<file path="config.mk">
export PLATFORM = sky130hd
export DESIGN_NAME = effect_compressor
export DESIGN_NICKNAME = d
export VERILOG_FILES = /design/src/rtl/effect_compressor.sv
export SDC_FILE = /design/constraint.sdc
export NUM_CORES = 1
export LEC_CHECK = 0
export ABC_AREA = 1
export CORE_ASPECT_RATIO = 0.8
export CORE_MARGIN = 4
export CORE_UTILIZATION = 43
export DETAILED_ROUTE_END_ITERATION = 7
export GPL_TIMING_DRIVEN = 0
export HOLD_SLACK_MARGIN = 0.06
export PLACE_DENSITY_LB_ADDON = 0.25
export SLEW_MARGIN = 20
export SYNTH_ARGS = -nofsm -noshare
export SYNTH_HDL_FRONTEND = slang
export SYNTH_SLANG_ARGS = --single-unit
export TNS_END_PERCENT = 10
</file>
<file path="constraint.sdc">
create_clock -name i_clk -period 19.2 [get_ports i_clk]
set_input_delay 2.88 -clock i_clk [delete_from_list [all_inputs] [get_ports i_clk]]
set_output_delay 2.88 -clock i_clk [all_outputs]
set_load 0.02 [all_outputs]
</file>
<file path="src/rtl/effect_compressor.sv">
// effect_compressor: per-sample 4:1 dynamic-range compressor with envelope
// follower, a sequential restoring divider for the gain, and fixed makeup gain
// with saturation. The latency is fixed whether the effect is enabled or
// bypassed.
//
// Ports:
//   i_clk    - audio bit clock (BCLK), the only clock
//   i_rst_n  - asynchronous active-low reset
//   i_valid  - one-cycle strobe; a new sample is on i_data
//   i_enable - 1 = compress, 0 = bypass (same latency)
//   i_level  - threshold select, threshold = 16384 >> level
//   i_data   - signed input sample
//   o_data   - signed output sample, held between strobes
//   o_valid  - one-cycle strobe; o_data has been updated
//   o_busy   - high while a sample is being processed
module effect_compressor #(
  parameter int unsigned ATK_SHIFT = 4,
  parameter int unsigned REL_SHIFT = 10,
  parameter int unsigned MAKEUP_Q8 = 256
) (
  input  logic               i_clk,
  input  logic               i_rst_n,
  input  logic               i_valid,
  input  logic               i_enable,
  input  logic [2:0]         i_level,
  input  logic signed [15:0] i_data,
  output logic signed [15:0] o_data,
  output logic               o_valid,
  output logic               o_busy
);

  localparam int unsigned DW       = 16;
  localparam int unsigned CNT_W    = 4;
  localparam int unsigned GAIN_W   = 18;
  localparam int unsigned PROD_W   = DW + GAIN_W;
  localparam int unsigned P_W      = PROD_W - 15;
  localparam int unsigned SCALED_W = P_W + GAIN_W;

  localparam logic signed [GAIN_W-1:0] MAKEUP_S = GAIN_W'(MAKEUP_Q8);
  localparam logic signed [GAIN_W-1:0] UNITY_G  = GAIN_W'(32768);

  typedef enum logic [1:0] {
    IDLE  = 2'd0,
    ENV   = 2'd1,
    DIV   = 2'd2,
    APPLY = 2'd3
  } state_e;

  state_e                   state_q, state_d;
  logic signed [DW-1:0]     sample_q, sample_d;
  logic                     enable_q, enable_d;
  logic [2:0]               level_q, level_d;
  logic [DW-1:0]            env_q, env_d;
  logic [DW-1:0]            rem_q, rem_d;
  logic [DW-1:0]            num_q, num_d;
  logic [DW-1:0]            quot_q, quot_d;
  logic [DW-1:0]            divisor_q, divisor_d;
  logic [CNT_W-1:0]         cnt_q, cnt_d;
  logic                     unity_q, unity_d;
  logic signed [DW-1:0]     data_q, data_d;
  logic                     valid_q, valid_d;
  logic                     busy_q, busy_d;

  // Datapath intermediates
  logic [DW-1:0]               abs_c;
  logic [DW-1:0]               env_new_c;
  logic [DW-1:0]               thr_c;
  logic [DW-1:0]               comp_c;
  logic [DW:0]                 trial_c;
  logic signed [GAIN_W-1:0]    gain_c;
  logic signed [PROD_W-1:0]    prod_c;
  logic signed [P_W-1:0]       p_c;
  logic signed [SCALED_W-1:0]  scaled_c;
  logic signed [SCALED_W-1:0]  shifted_c;
  logic signed [DW-1:0]        y_c;

  // Envelope follower, threshold and compressed target level
  always_comb begin
    if (sample_q[DW-1]) begin
      abs_c = (sample_q == DW'(16'h8000)) ? DW'(16'h7fff) : DW'(-sample_q);
    end else begin
      abs_c = DW'(sample_q);
    end
    if (abs_c > env_q) begin
      env_new_c = env_q + ((abs_c - env_q) >> ATK_SHIFT);
    end else begin
      env_new_c = env_q - ((env_q - abs_c) >> REL_SHIFT);
    end
    thr_c  = DW'(16'h4000) >> level_q;
    comp_c = thr_c + ((env_new_c - thr_c) >> 2);
  end

  // Gain application, makeup and saturation
  always_comb begin
    trial_c   = {rem_q, num_q[DW-1]};
    gain_c    = unity_q ? UNITY_G : $signed({2'b00, quot_q});
    prod_c    = PROD_W'(sample_q) * PROD_W'(gain_c);
    p_c       = P_W'(prod_c >>> 15);
    scaled_c  = SCALED_W'(p_c) * SCALED_W'(MAKEUP_S);
    shifted_c = scaled_c >>> 8;
    if (shifted_c > SCALED_W'(32767)) begin
      y_c = DW'(16'h7fff);
    end else if (shifted_c < -SCALED_W'(32768)) begin
      y_c = DW'(16'h8000);
    end else begin
      y_c = DW'(shifted_c);
    end
  end

  // Next-state and register-input logic
  always_comb begin
    state_d   = state_q;
    sample_d  = sample_q;
    enable_d  = enable_q;
    level_d   = level_q;
    env_d     = env_q;
    rem_d     = rem_q;
    num_d     = num_q;
    quot_d    = quot_q;
    divisor_d = divisor_q;
    cnt_d     = cnt_q;
    unity_d   = unity_q;
    data_d    = data_q;
    valid_d   = 1'b0;

    unique case (state_q)
      IDLE: begin
        if (i_valid) begin
          sample_d = i_data;
          enable_d = i_enable;
          level_d  = i_level;
          state_d  = ENV;
        end
      end
      ENV: begin
        env_d     = env_new_c;
        unity_d   = !(env_new_c > thr_c);
        divisor_d = env_new_c;
        // Dividend is comp << 15: upper 16 bits seed the remainder,
        // lower 16 bits are shifted in one per step.
        rem_d     = comp_c >> 1;
        num_d     = {comp_c[0], 15'b0};
        quot_d    = '0;
        cnt_d     = '0;
        state_d   = DIV;
      end
      DIV: begin
        if (trial_c >= {1'b0, divisor_q}) begin
          rem_d  = DW'(trial_c - {1'b0, divisor_q});
          quot_d = {quot_q[DW-2:0], 1'b1};
        end else begin
          rem_d  = DW'(trial_c);
          quot_d = {quot_q[DW-2:0], 1'b0};
        end
        num_d = num_q << 1;
        cnt_d = cnt_q + CNT_W'(1);
        if (cnt_q == CNT_W'(15)) begin
          state_d = APPLY;
        end
      end
      APPLY: begin
        data_d  = enable_q ? y_c : sample_q;
        valid_d = 1'b1;
        state_d = IDLE;
      end
      default: state_d = IDLE;
    endcase

    busy_d = (state_d != IDLE);
  end

  // State registers
  always_ff @(posedge i_clk or negedge i_rst_n) begin
    if (!i_rst_n) begin
      state_q   <= IDLE;
      sample_q  <= '0;
      enable_q  <= 1'b0;
      level_q   <= '0;
      env_q     <= '0;
      rem_q     <= '0;
      num_q     <= '0;
      quot_q    <= '0;
      divisor_q <= '0;
      cnt_q     <= '0;
      unity_q   <= 1'b0;
      data_q    <= '0;
      valid_q   <= 1'b0;
      busy_q    <= 1'b0;
    end else begin
      state_q   <= state_d;
      sample_q  <= sample_d;
      enable_q  <= enable_d;
      level_q   <= level_d;
      env_q     <= env_d;
      rem_q     <= rem_d;
      num_q     <= num_d;
      quot_q    <= quot_d;
      divisor_q <= divisor_d;
      cnt_q     <= cnt_d;
      unity_q   <= unity_d;
      data_q    <= data_d;
      valid_q   <= valid_d;
      busy_q    <= busy_d;
    end
  end

  assign o_data  = data_q;
  assign o_valid = valid_q;
  assign o_busy  = busy_q;

endmodule
</file>
==> flow_summary.ini <==
[run_status]
outcome = finished, final reports clean

[synth]
synth-seq-cells = 94
synth_nets = 2840
yosys.area.top_type = fa_1
syn-instance-count = 2415
ys_seq_area_share_pct = 13.6
synthesis.area_um2 = 17300
yosysUniqueCellTypes = 54
synth-edff-count = 0
synth.area.top_cells = fa_1 (23%), ha_1 (15%), dfrtp_1 (14%), nand2_1 (13%), inv_1 (10%)
async_flop_share_pct = 100
synth.top_cell.area_share_pct = 22.7
ys.flop_type = dfrtp_1
ys.warnings.count = 0
syn_avg_cell_area_um2 = 7.16

[global_route]
grt_pass1_vias = 15800
grt.total_usage_pct = 25.2
grt_start_max_net_pins = 65
overflow = 0
grt_pass1_wl_um = 86100
antenna_found_initial = 0

[finish]
n_antenna_cell = 0
drive_gt1_share_pct = 3.03
nets = 2892
mostFrequentLayoutCell = nand2_1
n_fill_cell = 4029
layout_common_cells = nand2_1 (612), inv_1 (472), nor2_1 (227), ha_1 (206), fa_1 (196)
syn_to_final_growth_pct = 8.18

[timing]
holdWs_ns = 0.477
fin_crit_ns = 10.06
drv_slew = 0
max_slew_margin_pct = 25.9
timing.final.crit_share_pct = 52.4
clock_skew_ns = 0.0175
fmax_mhz = 99.5
worst_pin_slew_ns = 1.11
rsz0062_at_grt = false
final_hold_viol_count = 0
setup_viol = 0
setup_tns_ns = 0

[cts]
post_cts_buffers = 0
ctsRootBufferMaster = clkbuf_16
cts.clk_slew.worst_paths_ns = 0.08
htree_levels = 3
post_cts_resized = 0
postCtsHoldBufs = 0
cts_buffer_depth = 2
cts_sinks = 94
cts_tree = done
cts_made_buffers = 9
clock_latency_ns = 0.37

[die]
core-area_um2 = 39600
start_util_pct = 43.7
io_pins = 41
die-height_um = 187
num_rows = 65
die_x_um = 232
die_area_um2 = 43500

[route]
drc_errors = 0
routedWlPerCell_um = 17.9
drt-pass1-iter-count = 5
vias = 15800
antenna_left = 0
drt_iter0_markers = 1286
drt-total-wl_um = 54000
vias_per_cell = 5.24

[hold_path]
holdPathStages = 1
worstHoldStart = cnt_q[3]$_DFFE_PN0P_
hold_path.class = reg -> reg
min_to = cnt_q[3]$_DFFE_PN0P_

[worst_setup_path]
rr_startpoint = sample_q[0]$_DFFE_PN0P_
critPathCaptureType = register
reg2regPathDepth = 50
critPathMaxStageDelay_ns = 0.54
reg2reg_to = rem_q[13]$_DFFE_PN0P_
crit_arrival_ns = 10.31
cp.required_ns = 19.45
worstSetupPathType = reg -> reg
path_max_fanout = 10
cp_slowest_cell = dfrtp_1
critPathLaunchType = register
cp_common_cell = nand2_1
crit_start = sample_q[0]$_DFFE_PN0P_
r2r_setup_slack_ns = 9.14

[run]
maxCapViolations = 0

[placement]
portBuffers = 40
routabilityCongestion = 0.961
hpwlAfterDp_um = 45700
## registers in the layout, indices dropped and copies added, names as in the netlist
signal     count
o_busy         1
o_valid        1
unity_q        1
level_q        3
quot_q        16
sample_q      16
num_q          1
o_data        16
divisor_q     16
enable_q       1
rem_q         16
cnt_q          4
state_q        2
## kinds of logic (layout without fill, tap and decap cells)
group / Yosys count / count (layout) / share of synthesized area, %
AND/OR/NAND/NOR: 1016 / 1016 / 24.2
flip-flops: 94 / 94 / 13.6
XOR/XNOR: 60 / 60 / 3.08
buffers and inverters: 551 / 608 / 12.2
AO/OA/AOI/OAI: 292 / 292 / 9.37
adder cells (fa/ha/maj): 402 / 402 / 37.6
## metrics by stage
stage,std cells,cell area [um^2],worst slack (ns),utilization [%]
floorplan,2415,17300,11.75,-
global placement,2991,18400,9.58,46.4
detailed placement,2992,18400,9.53,46.4
CTS,3008,18700,9.50,47.2
global route,3008,18700,8.54,47.2
finish,3008,18700,9.14,47.2
## critical path, delay by kind of cell (launching register included)
kind	cells	cell delay [ns]
AO/OA/AOI/OAI	8	1.84
XOR/XNOR	2	0.42
adder cells (fa/ha/maj)	5	1.59
buffers and inverters	9	1.63
flip-flops	1	0.54
AND/OR/NAND/NOR	26	3.89
## per-layer routing
metal	global-route usage, %	up-vias	share of wire (%)
met5	0	-	0
li1	-	7541	-
met2	34.7	618	39
met3	8.13	74	11
met1	38.4	7537	48
met4	4.96	0	1.9
## layout make-up
cell class | instances | area, um^2 | area share [%]
Buffer | 65 | 280 | 1.50
Clock inverter | 6 | 73.8 | 0.395
Tap cell | 536 | 671 | 3.58
Sequential cell | 94 | 2350 | 12.6
Multi-Input combinational cell | 1770 | 12800 | 68.6
Clock buffer | 10 | 239 | 1.28
Timing Repair Buffer | 41 | 429 | 2.29
Inverter | 486 | 1820 | 9.75
## how the worst max path moves through the flow
stage                                 end  depth (start not counted)
detailed placement  rem_q[13]$_DFFE_PN0P_                         50
CTS                 rem_q[13]$_DFFE_PN0P_                         50
finish              rem_q[13]$_DFFE_PN0P_                         50
global placement    rem_q[13]$_DFFE_PN0P_                         50
global route        rem_q[13]$_DFFE_PN0P_                         50
floorplan           rem_q[13]$_DFFE_PN0P_                         51
## synthesized netlist by cell type, drive strengths merged, types with 4 or more instances
| master | n |
|---|---|
| o22ai | 19 |
| xnor2 | 25 |
| a21oi | 136 |
| a211oi | 4 |
| inv | 483 |
| nand4 | 16 |
| xor2 | 35 |
| fa | 196 |
| nand2 | 632 |
| buf | 9 |
| nor3 | 29 |
| nor2 | 233 |
| a21boi | 5 |
| a31oi | 5 |
| dfrtp | 94 |
| o21a | 6 |
| or2 | 4 |
| nor4 | 6 |
| o21bai | 11 |
| ha | 206 |
| a21o | 7 |
| nand3b | 8 |
| clkbuf | 56 |
| o21ai | 92 |
| nand3 | 83 |
Power is left out: the tool's default activity adds up to more than one toggle a clock period on the data nets, which glitch-free logic cannot reach.
